===== config.mk =====
export PLATFORM = sky130hd
export DESIGN_NAME = fetch_unit
export DESIGN_NICKNAME = d
export VERILOG_FILES = /design/src/rtl/fetch_unit_pkg.sv /design/src/rtl/fetch_fifo.sv /design/src/rtl/fetch_unit.sv
export SDC_FILE = /design/constraint.sdc
export NUM_CORES = 1
export LEC_CHECK = 0
export ABC_AREA = 1
export CAP_MARGIN = 15
export CORE_AREA = 2 2 257 259
export CTS_BUF_LIST = sky130_fd_sc_hd__clkbuf_8
export DETAILED_ROUTE_END_ITERATION = 7
export DIE_AREA = 0 0 259 261
export SLEW_MARGIN = 10
export SYNTH_ARGS = -nofsm -noshare
export SYNTH_HDL_FRONTEND = slang
export SYNTH_SLANG_ARGS = --single-unit

===== constraint.sdc =====
create_clock -name clk -period 5.7 [get_ports clk]
set_input_delay 0.855 -clock clk [delete_from_list [all_inputs] [get_ports clk]]
set_output_delay 0.855 -clock clk [all_outputs]
set_load 0.02 [all_outputs]

===== src/rtl/fetch_unit_pkg.sv =====
// Shared types and constants for the instruction-fetch stage.
// The state encoding and the default-width entry layout are shared by the fetch logic and its users.
package fetch_unit_pkg;

    typedef logic [1:0] fetch_state_t;

    localparam fetch_state_t S_ISSUE = 2'd0;
    localparam fetch_state_t S_WAIT  = 2'd1;
    localparam fetch_state_t S_DROP  = 2'd2;

    localparam int PC_INC = 4;

    localparam int DEF_ADDR_W = 32;
    localparam int DEF_INST_W = 32;

    // Layout of one fetch-buffer entry at the default widths; fetch_unit rebuilds it per its parameters.
    typedef struct packed {
        logic [DEF_INST_W-1:0] inst;
        logic [DEF_ADDR_W-1:0] pc4;
    } fetch_entry_t;

endpackage


===== src/rtl/fetch_fifo.sv =====
// Registered fetch buffer: DEPTH x W entries with flush, push, pop and occupancy count.
// Outputs read zero while empty so downstream never sees stale entries.
module fetch_fifo #(
    parameter int DEPTH = 4,
    parameter int W     = 64,
    localparam int AW   = $clog2(DEPTH),
    localparam int CW   = AW + 1
) (
    input  logic          clk,
    input  logic          rst_n,
    input  logic          flush,
    input  logic          push,
    input  logic [W-1:0]  din,
    input  logic          pop,
    output logic [W-1:0]  dout,
    output logic          valid,
    output logic [CW-1:0] count
);

    logic [W-1:0]  mem [DEPTH];
    logic [AW-1:0] wr_ptr;
    logic [AW-1:0] rd_ptr;
    logic          do_push;
    logic          do_pop;

    assign valid   = (count != '0);
    assign do_pop  = pop && valid && !flush;
    // A full buffer still accepts a push when the head leaves in the same cycle.
    assign do_push = push && !flush && ((count < CW'(DEPTH)) || do_pop);
    assign dout    = valid ? mem[rd_ptr] : '0;

    always_ff @(posedge clk) begin
        if (do_push) begin
            mem[wr_ptr] <= din;
        end
    end

    always_ff @(posedge clk or negedge rst_n) begin
        if (!rst_n) begin
            wr_ptr <= '0;
            rd_ptr <= '0;
            count  <= '0;
        end else if (flush) begin
            wr_ptr <= '0;
            rd_ptr <= '0;
            count  <= '0;
        end else begin
            if (do_push) begin
                wr_ptr <= wr_ptr + AW'(1);
            end
            if (do_pop) begin
                rd_ptr <= rd_ptr + AW'(1);
            end
            case ({do_push, do_pop})
                2'b10:   count <= count + CW'(1);
                2'b01:   count <= count - CW'(1);
                default: count <= count;
            endcase
        end
    end

endmodule


===== src/rtl/fetch_unit.sv =====
// Instruction-fetch stage: PC, one-outstanding imem requests, redirect handling and IF/ID fetch buffer.
// Optional FETCH_BOOT_PC_EN adds a boot_pc port that supplies the PC while reset is held.
module fetch_unit
    import fetch_unit_pkg::*;
#(
    parameter int                ADDR_W     = 32,
    parameter int                INST_W     = 32,
    parameter int                FIFO_DEPTH = 4,
    parameter logic [ADDR_W-1:0] RESET_PC   = '0
) (
    input  logic              clk,
    input  logic              rst_n,
    output logic              imem_req,
    output logic [ADDR_W-1:0] imem_addr,
    input  logic              imem_rvalid,
    input  logic [INST_W-1:0] imem_rdata,
    input  logic              id_ready,
    output logic              if_valid,
    output logic [INST_W-1:0] if_inst,
    output logic [ADDR_W-1:0] if_pc4,
    input  logic              br_taken,
    input  logic [ADDR_W-1:0] br_target,
    input  logic              jmp_taken,
    input  logic [ADDR_W-1:0] jmp_target,
    input  logic              jr_taken,
    input  logic [ADDR_W-1:0] jr_target
`ifdef FETCH_BOOT_PC_EN
    ,
    input  logic [ADDR_W-1:0] boot_pc
`endif
);

    localparam int                CW         = $clog2(FIFO_DEPTH) + 1;
    localparam logic [ADDR_W-1:0] ALIGN_MASK = ~ADDR_W'(3);
    localparam logic [ADDR_W-1:0] INC        = ADDR_W'(PC_INC);
    localparam logic [CW:0]       DEPTH_X    = (CW+1)'(FIFO_DEPTH);

    typedef struct packed {
        logic [INST_W-1:0] inst;
        logic [ADDR_W-1:0] pc4;
    } entry_t;

    fetch_state_t      state;
    fetch_state_t      state_next;
    logic [ADDR_W-1:0] pc;
    logic [ADDR_W-1:0] pc_next;
    logic [ADDR_W-1:0] req_addr;
    logic [ADDR_W-1:0] target;
    logic [ADDR_W-1:0] reset_pc;
    logic              redirect;
    logic              issue;
    logic              push;
    logic              pop;
    logic              fifo_valid;
    logic [CW-1:0]     count;
    logic [CW:0]       count_after;
    entry_t            push_entry;
    entry_t            head;

`ifdef FETCH_BOOT_PC_EN
    assign reset_pc = boot_pc & ALIGN_MASK;
`else
    assign reset_pc = RESET_PC & ALIGN_MASK;
`endif

    assign redirect = jr_taken | jmp_taken | br_taken;

    always_comb begin
        if (jr_taken) begin
            target = jr_target;
        end else if (jmp_taken) begin
            target = jmp_target;
        end else begin
            target = br_target;
        end
    end

    // A redirect flushes the buffer, so it also cancels any pop and any push of that cycle.
    assign pop  = fifo_valid && id_ready && !redirect;
    assign push = (state == S_WAIT) && imem_rvalid && !redirect;

    // Occupancy once this cycle's response is pushed and any pop is taken.
    assign count_after = {1'b0, count} + (CW+1)'(1) - (CW+1)'(pop);

    always_comb begin
        issue = 1'b0;
        case (state)
            S_ISSUE: issue = (count < CW'(FIFO_DEPTH));
            S_WAIT:  issue = imem_rvalid && (count_after < DEPTH_X);
            default: issue = 1'b0;
        endcase
        if (redirect) begin
            issue = 1'b0;
        end
    end

    assign imem_req  = issue && rst_n;
    assign imem_addr = pc;

    always_comb begin
        state_next = state;
        pc_next    = issue ? pc + INC : pc;
        if (redirect) begin
            pc_next = target & ALIGN_MASK;
            // An outstanding request still owes a response that must be swallowed.
            if ((state == S_WAIT || state == S_DROP) && !imem_rvalid) begin
                state_next = S_DROP;
            end else begin
                state_next = S_ISSUE;
            end
        end else begin
            case (state)
                S_ISSUE: if (issue) state_next = S_WAIT;
                S_WAIT:  if (imem_rvalid) state_next = issue ? S_WAIT : S_ISSUE;
                S_DROP:  if (imem_rvalid) state_next = S_ISSUE;
                default: state_next = S_ISSUE;
            endcase
        end
    end

    always_ff @(posedge clk or negedge rst_n) begin
        if (!rst_n) begin
            state    <= S_ISSUE;
            pc       <= reset_pc;
            req_addr <= '0;
        end else begin
            state <= state_next;
            pc    <= pc_next;
            if (issue) begin
                req_addr <= pc;
            end
        end
    end

    assign push_entry.inst = imem_rdata;
    assign push_entry.pc4  = req_addr + INC;

    fetch_fifo #(
        .DEPTH (FIFO_DEPTH),
        .W     ($bits(entry_t))
    ) u_fifo (
        .clk   (clk),
        .rst_n (rst_n),
        .flush (redirect),
        .push  (push),
        .din   (push_entry),
        .pop   (pop),
        .dout  (head),
        .valid (fifo_valid),
        .count (count)
    );

    assign if_valid = fifo_valid;
    assign if_inst  = head.inst;
    assign if_pc4   = head.pc4;

endmodule


### Yosys cells after proc, flatten, opt, wreduce, memory -nomap -nowiden

Memory sizes are Yosys's and may differ from the RTL's.
Cells that the tools add are included.

* $add $sub $neg: 8
* $lt $le $gt $ge: 2
* equality and inequality tests: 7
* mux-type cells: 22
* bitwise logic cells: 2
* reductions and logical operators: 22

Operators with widths (number)
* 32-bit 2-to-1 mux: 4
* 32-bit by 3-bit adder with 32-bit output, second input constant: 2
* 64-bit 2-to-1 mux: 1
* 2-bit 2-to-1 mux: 9
* 1-bit logical AND: 11
* 3-bit by 2-bit inequality test with 1-bit output, second input constant: 3
* 2-bit case mux with 3 select lines: 1
* 3-bit case mux with 2 select lines: 1
* 2-bit nonzero test: 3
* 3-bit nonzero test: 2
* 2-bit by 1-bit adder with 2-bit output, second input constant: 2
* 3-bit by 1-bit adder with 4-bit output, second input constant: 1
* 2-bit by 1-bit == test with 1-bit output, second input constant: 2
* 2-bit == test, second input constant: 2
* 4-bit by 3-bit < comparator with 1-bit output, second input constant: 1
* 1-bit 2-to-1 mux: 4
* 4-bit by 1-bit subtractor with 4-bit output: 1
* 3-bit by 1-bit adder with 3-bit output, second input constant: 1
* 3-bit < comparator, second input constant: 1
* 3-bit 2-to-1 mux: 1
* 3-bit AND reduction: 1
* 3-bit by 1-bit subtractor with 3-bit output, second input constant: 1
* 1-bit logical NOT: 2
* 2-bit logical NOT: 1
* other kinds (3): 5

* register bits: 73
* memory bits (writable): 256
* output and inout bits: 98
* word-level logic and storage cells: 70
* memories kept: 1

Memories
* u_fifo.mem: depth 4, width 64, read ports 1, clocked after Yosys merged registers in 0, write ports 1, line fetch_fifo.sv:20 `logic [W-1:0] mem [DEPTH];`

### Longest topological paths before layout

Gate-level depths: netlist (run 1).

* depth after elaboration: 13
* gate-level depth with buffers: 13
* depth with buffers taken out: 12

### Modules after synthesis

From an unflattened synthesis (run 1), not the netlist that was laid out.

* cells, all modules: 1599
* area, all modules: 15332.2 µm²

Modules (own cells, without submodules)
* fetch_fifo: instances 1, cells each 819, area each 10390.0 µm², seq. area each 7862.5 µm²
* fetch_unit: instances 1, cells each 780, area each 4942.2 µm², seq. area each 1551.5 µm²

### Worst setup path after synthesis (run 1)

No wires, ideal clock.

* path kind: input to register
* from: input port jr_taken
* to: memory u_fifo.mem[0][10] (enable)
* data arrival time: 3.935 ns
* slack: 1.283 ns
* stages: 5
* buffers on the path: 0
* path through: inv_2 > nand2_1 > nor2_4 > nand2_1 > nor2_1

* word-level cells in the longest chain between the ends: 10
* elaborated cells on any way between the ends: 12
* classes of those cells: mux (2); bitwise (2); reduce/logical (8)

RTL lines
* start, declared: line fetch_unit.sv:25 `input logic jr_taken,`
* 1-bit bitwise OR * (2 in series): line fetch_unit.sv:66 `assign redirect = jr_taken | jmp_taken | br_taken;`
* 1-bit logical NOT *
* 1-bit logical AND: line fetch_unit.sv:79 `assign pop = fifo_valid && id_ready && !redirect;`
* 1-bit logical AND (2 in series): line fetch_fifo.sv:27 `assign do_pop = pop && valid && !flush;`
* 1-bit logical OR: line fetch_fifo.sv:29 `assign do_push = push && !flush && ((count < CW'(DEPTH)) || do_pop);`
* 1-bit logical AND *: line fetch_fifo.sv:29
* 1-bit 2-to-1 mux *: line fetch_fifo.sv:33 `if (do_push) begin`
* 1-bit 2-to-1 mux (implied by the code) *: line fetch_fifo.sv:34 `mem[wr_ptr] <= din;`
* end, declared: line fetch_fifo.sv:20

Every way passes the cells marked *; elsewhere a longest branch is shown, timed or not.

### Worst setup path after layout (run 1)

* from: input port jmp_taken
* to: output port imem_req

* word-level cells in the longest chain between the ends: 10

RTL lines
* start, declared: line fetch_unit.sv:23 `input logic jmp_taken,`
* 1-bit bitwise OR * (2 in series): line fetch_unit.sv:66
* 1-bit logical NOT: line fetch_unit.sv:79
* 1-bit logical AND: line fetch_unit.sv:79
* 4-bit by 1-bit subtractor with 4-bit output: line fetch_unit.sv:83 `assign count_after = {1'b0, count} + (CW+1)'(1) - (CW+1)'(pop);`
* 4-bit by 3-bit < comparator with 1-bit output: line fetch_unit.sv:89 `S_WAIT: issue = imem_rvalid && (count_after < DEPTH_X);`
* 1-bit logical AND: line fetch_unit.sv:89
* 1-bit case mux with 2 select lines: line fetch_unit.sv:87 `case (state)`
* 1-bit 2-to-1 mux *: line fetch_unit.sv:92 `if (redirect) begin`
* 1-bit logical AND *: line fetch_unit.sv:97 `assign imem_req = issue && rst_n;`
* end, declared: line fetch_unit.sv:13 `output logic imem_req,`

Marked as above.

==> run summary, run 1 <==
Outcome: completed
Worst slew pin tran: 1.04 ns
Setup repair after global routing missed its margin: false
Root buffer cell: clkbuf_8
Internal: 4.11 mW
Core area: 0.0650 mm^2
Number of distinct library cells after synthesis: 34
Slew Limit Fails: 0
Fillers: 6,679
Tmin final: 5.11 ns
Setup crit end kind: output port
Crit path max fanout: 31
Leak pwr: 6.99 nW
Port Buffers: 222
WL final: 43,200 um
Syn Inst Count: 1,563
Pre-CTS WS: 0.430 ns
Final setup viols: 0
FMAX: 196 MHz
Starting Density: 0.227
Yosys warns: 0
Seq. cell area: 0.00918 mm^2
Iteration-0 DRC Markers: 710
Via count of the routed design: 11,700
# diodes: 0
Switching Power: 1.45 mW
Total CTS buffers: 55
Die Span X: 259 um
Setup TNS: 0 ns
Post-cts resize count: 0
RD Place Congestion: 0.820
Met1 usage: 0.158
Ratio of cells with drive above 1 in the final layout: 0.0625
Worst min path class: input pin to asynchronous set/reset pin
Final instance area: 0.0191 mm^2
Busiest grt layer: met2
Worst Path Required: 4.85 ns
Sequential power share: 0.496
MaxCap Viol Count: 0
Part of the power in the clock network: 0.388
Nets@finish: 1,927
Placed Area: 0.0179 mm^2
Clk_skew: 0.0276 ns
Clock Sinks: 317
Fin. Hold Viols: 0
M3 GR Usage: 0.0308
Clock Pin Slew Worst Setup and Hold Paths: 0.06 ns
Routed WL per cell: 16.1 um
CTS tree: built
Total Power: 5.56 mW
H-tree depth: 2
WP data arrival: 4.25 ns
CP Launch Type: input pin
Vias in the first global route: 11,700
Final HPWL DP: 28,500 um
DR pass1 iterations: 5
Largest net degree at the start of global routing: 65
First-pass GRT wire length: 66,300 um
VDD IR max: 181 uV
Final ANT Viol Nets: 0
Flops & latches, synth: 317
# hold bufs at CTS: 0
WS Path Type: input pin to output port
Grt total ovfl: 0
Via density: 4.35
Multi-input gate area in the final layout: 0.00502 mm^2
Clk buf depth: 3
Post-CTS setup buffer count: 0
Synthesis-to-finish area growth: 29.0%
Switching fraction of total power: 0.261
Avg Inst Size Synth: 9.46 um^2
Site Rows: 94
Initial antenna violation count: 0
IO Count: 233
Later-pin clock latency in the skew report: 0.64 ns
Mapped Area: 0.0148 mm^2
Register area share after synthesis: 0.620
Final worst-path cycle share: 0.896
Slew headroom: 0.308
Drc violations: 0
GRT Util Overall: 0.127
Die height: 261 um
Die Area: 0.0676 mm^2
Combinational group share of total power: 0.116
Met2 Usage GRT: 0.219
Final WS setup: 0.591 ns
PwrDens: 291 mW/mm^2
-- cell families (layout without fill, tap and decap cells) --
| logic type | count (synthesis) | after routing | synth area share |
|---|---|---|---|
| buf+inv | 158 | 415 | 0.0433 |
| compound gates | 318 | 318 | 0.111 |
| simple gates | 722 | 722 | 0.194 |
| other cells | 1 | 4 | 0.000254 |
| xor+xnor | 37 | 37 | 0.0219 |
| flops | 317 | 317 | 0.620 |
| fa+ha+maj | 10 | 10 | 0.00897 |
-- power groups by stage --
| stage | clock network, mW | logic, mW | registers, mW |
|---|---|---|---|
| after CTS | 2.23 | 0.652 | 2.76 |
| after global routing | 2.31 | 0.719 | 2.77 |
| after floorplan | 0 | 0.307 | 2.79 |
| after detailed placement | 0 | 0.649 | 2.80 |
| final | 2.15 | 0.646 | 2.76 |
| after global placement | 0 | 0.638 | 2.80 |
-- per-stage QoR --
stage          std cells  utilization  hold slack, ns
6_report            2687        0.293           0.219
5_1_grt             2687        0.293           0.225
4_1_cts             2687        0.293           0.182
3_5_place_dp        2589        0.276           0.545
3_3_place_gp        2589        0.276           0.494
2_1_floorplan       1566            -           0.477
-- state kept, by name, indices dropped and copies added (netlist names) --
signal,count
u_fifo.count,3
state,2
u_fifo.mem,248
imem_addr,30
u_fifo.wr_ptr,2
req_addr,30
u_fifo.rd_ptr,2
-- cell usage in the layout, fill, tap and decap left out, drive strengths merged --
cell type	instances
nand4	10
xnor2	2
inv	94
conb	4
bufinv	6
nor4	2
o22ai	4
clkinv	15
clkinvlp	1
clkdlybuf4s50	221
nand3b	5
o21ai	200
nor2	330
edfxtp	248
ha	9
fa	1
or2	1
nand2	317
nor3b	1
buf	20
clkbuf	58
dfrtp	69
o211ai	11
o211a	4
xor2	35
a21oi	99
nand3	44
nor3	12
-- worst paths after layout --
check / from / end / slack, ns / depth (start not counted)
min in group clk: state[0] / state[0] / 0.55 / 2
worst max-delay path: jmp_taken / imem_req / 0.59 / 11
worst min-delay path: rst_n / imem_addr[14] / 0.22 / 1
max in group asynchronous: rst_n / u_fifo.rd_ptr[0] / 4.38 / 2
worst min register to register: state[0] / state[0] / 0.55 / 2
worst max register to register: state[1] / u_fifo.mem[2][46] / 3.06 / 7
-- metal layers --
layer	up-vias	wire length [um]
li1	5723	-
met1	5537	18500
met2	375	20800
met3	66	3070
met4	0	814
met5	-	0
-- synth_stat cells, drive strengths merged --
library cell / number / area, um^2
nor2: 330 / 1260
or2: 1 / 6.26
clkbuf: 57 / 214
inv: 76 / 285
buf: 25 / 141
nor4: 2 / 12.5
o22ai: 4 / 25.0
o211a: 4 / 40.0
fa: 1 / 20.0
o21ai: 200 / 1000
nor3: 12 / 65.1
ha: 9 / 113
nand3: 44 / 230
dfrtp: 69 / 1730
nand4: 10 / 62.6
o211ai: 11 / 82.6
nand2: 317 / 1190
edfxtp: 248 / 7450
xnor2: 2 / 17.5
nor3b: 1 / 7.51
conb: 1 / 3.75
nand3b: 5 / 37.5
a21oi: 99 / 495
xor2: 35 / 307
-- critical path, stage by stage --
cell and delay, ns:
clkdlybuf4s50_1 0.75, inv_2 0.55, nand2_1 0.17, nor2_4 0.34, nand3_2 0.14, nand2_1 0.10, nand2_1 0.07, nand2_2 0.08
nand2_2 0.16, nor3b_1 0.36, clkdlybuf4s50_1 0.68
-- cell type report --
| type | count | area share |
|---|---|---|
| timing repair buffer | 241 | 0.125 |
| tap | 864 | 0.0566 |
| sequential | 317 | 0.481 |
| inverter | 76 | 0.0150 |
| clock buffer | 58 | 0.0418 |
| clock inverter | 40 | 0.0178 |
| multi-input combinational | 1091 | 0.263 |
Power figures use the tool's default switching activity.
==> run 2, diff against run 1 <==
ABC_AREA = 0   (was 1)
CORE_AREA = 2 2 250 252   (was 2 2 257 259)
DIE_AREA = 0 0 252 254   (was 0 0 259 261)
==> run 2 against run 1 <==
Critical path depth down 7. Worst setup slack gained 0.74 ns. Sequential share of layout area grew 1.9 points. Non-clock buffer count decreased by 9. Combinational power is 19% lower. Critical path type is now flip-flop to output port. Via count shrank 25%. Sequential power about the same. Register-to-register slack got worse by 0.24 ns. Count of clock-buffer cells in the layout unchanged.
==> run summary, run 2 <==
Via count of the routed design: 8,752
Post-synth ARST share: 0.218
Via density: 4.43
Grt total ovfl: 0
CP Launch Type: flip-flop
Leading cell types in the layout, fill and taps excluded: 248 x edfxtp_1, 220 x clkdlybuf4s50_1, 69 x and2_1
Utilization after layout: 0.300
PwrDens: 317 mW/mm^2
Final HPWL DP: 24,200 um
Nets@finish: 1,282
Clk_skew: 0.0325 ns
Later-pin clock latency in the skew report: 0.65 ns
Post-CTS setup buffer count: 0
Outcome: completed
DR pass1 iterations: 5
MaxCap Viol Count: 0
Placed Area: 0.0170 mm^2
Routed WL per cell: 18.8 um
Clock Pin Slew Worst Setup and Hold Paths: 0.06 ns
Register area share after synthesis: 0.658
RD Place Congestion: 0.795
Mapped Area: 0.0139 mm^2
FMAX: 229 MHz
Number of synthesized flops with an enable pin: 248
Final ANT Viol Nets: 0
Commonest non-fill, non-tap cell in the layout: edfxtp_1
Final setup viols: 0
Fin. Hold Viols: 0
Most instantiated cells after synthesis: 248 x edfxtp_1, 69 x and2_1, 69 x dfrtp_1, 62 x mux4_2, 42 x nand2_1
IO Count: 233
Root buffer cell: clkbuf_8
Drc violations: 0
Post-cts resize count: 0
Starting Density: 0.228
CTS tree: built
Setup repair after global routing missed its margin: false
Clk buf depth: 3
Routed length on met2: 17,600 um
Top post-synthesis cells by area: edfxtp_1 53%, dfrtp_1 12%, mux4_2 10%, and2_1 3.1%, xnor2_1 2.4%
Top-count cell post-synth: edfxtp_1
Initial antenna violation count: 1
Setup crit end kind: output port
Main flop type after synthesis: edfxtp_1
Final worst-path cycle share: 0.766
Iteration-0 DRC Markers: 429
Crit path max fanout: 29
Synthesis-to-finish area growth: 31.8%
Die height: 254 um
Syn Inst Count: 895
Ratio of cells with drive above 1 in the final layout: 0.170
# hold bufs at CTS: 0
Wire length on met3: 2370 um
Flops & latches, synth: 317
Slew Limit Fails: 0
Leak pwr: 6.17 nW
Tmin final: 4.36 ns
Final instance area: 0.0184 mm^2
Worst min path class: input pin to asynchronous set/reset pin
Setup TNS: 0 ns
Max layer used: met4
Met1 WL: 16,200 um
WP data arrival: 3.51 ns
VDD IR max: 126 uV
Worst slew pin tran: 1.13 ns
Total Power: 5.82 mW
Port Buffers: 222
Largest area contributor in the netlist: edfxtp_1
Reg with most FFs: u_fifo.mem
Worst Path Required: 4.85 ns
First-pass GRT wire length: 55,600 um
Largest net degree at the start of global routing: 70
Avg Inst Size Synth: 15.6 um^2
Number of distinct library cells after synthesis: 63
Site Rows: 91
Slew headroom: 0.248
Vias in the first global route: 9,155
Die Span X: 252 um
Clock Sinks: 317
WS Path Type: flip-flop to output port
Core area: 0.0613 mm^2
WL final: 37,200 um
H-tree depth: 2
Total CTS buffers: 58
Die Area: 0.0640 mm^2
Max reg flops: 248
Yosys warns: 0
GRT Util Overall: 0.116
Synth top area share: 0.534
[run 2: final cells by class]
class | instances | area [um^2]
Timing Repair Buffer | 232 | 2290
Clock inverter | 50 | 546
Antenna cell | 1 | 2.50
Fill cell | 6169 | 42900
Sequential cell | 317 | 9180
Tap cell | 790 | 988
Multi-Input combinational cell | 517 | 4530
Inverter | 11 | 41.3
Clock buffer | 58 | 798
[run 2: per-layer routing]
metal,GRT usage,vias to the layer above
met2,0.193,335
met5,0,-
li1,-,3975
met4,0.0418,0
met3,0.0290,65
met1,0.146,4377
[run 2: stage by stage]
stage / setup WS [ns] / hold slack [ns] / std cells
floorplan: 2.37 / 0.487 / 898
global placement: 1.90 / 0.520 / 1867
detailed placement: 1.90 / 0.521 / 1867
CTS: 1.15 / 0.423 / 1975
global route: 1.06 / 0.487 / 1976
finish: 1.34 / 0.439 / 1976
[run 2: kinds of logic after synthesis]
kind of cell               share of synthesized area
buffers and inverters                         0.0201
muxes                                          0.127
AOI/OAI and AO/OA                             0.0493
and+or+nand+nor                                0.102
xor gates and xnor gates                      0.0345
other                                       0.000269
adders and majority gates                    0.00951
DFF                                            0.658
[run 2: worst max-delay path: stages, from the launching register on]
cell	delay (ns)
dfrtp_4	0.88
buf_4	0.58
mux4_2	0.57
and2_1	0.16
clkdlybuf4s50_1	0.64
[run 2: final timing paths]
path | start | to | slack, ns | cells past startpoint
setup / recovery | u_fifo.rd_ptr[0] | if_pc4[2] | 1.34 | 4
min in group clk | req_addr[31] | req_addr[31] | 0.53 | 1
hold / removal | rst_n | imem_addr[6] | 0.44 | 2
hold reg to reg | req_addr[31] | req_addr[31] | 0.53 | 1
setup reg to reg | u_fifo.count[2] | u_fifo.count[1] | 2.82 | 6
max in group asynchronous | rst_n | u_fifo.rd_ptr[1] | 4.58 | 2
[run 2: report_power, final]
group	total (mW)	internal, mW	switching, mW
Sequential	2.77	2.65	0.126
Clock	2.52	1.51	1.02
Combinational	0.523	0.251	0.272
Total	5.82	4.40	1.42
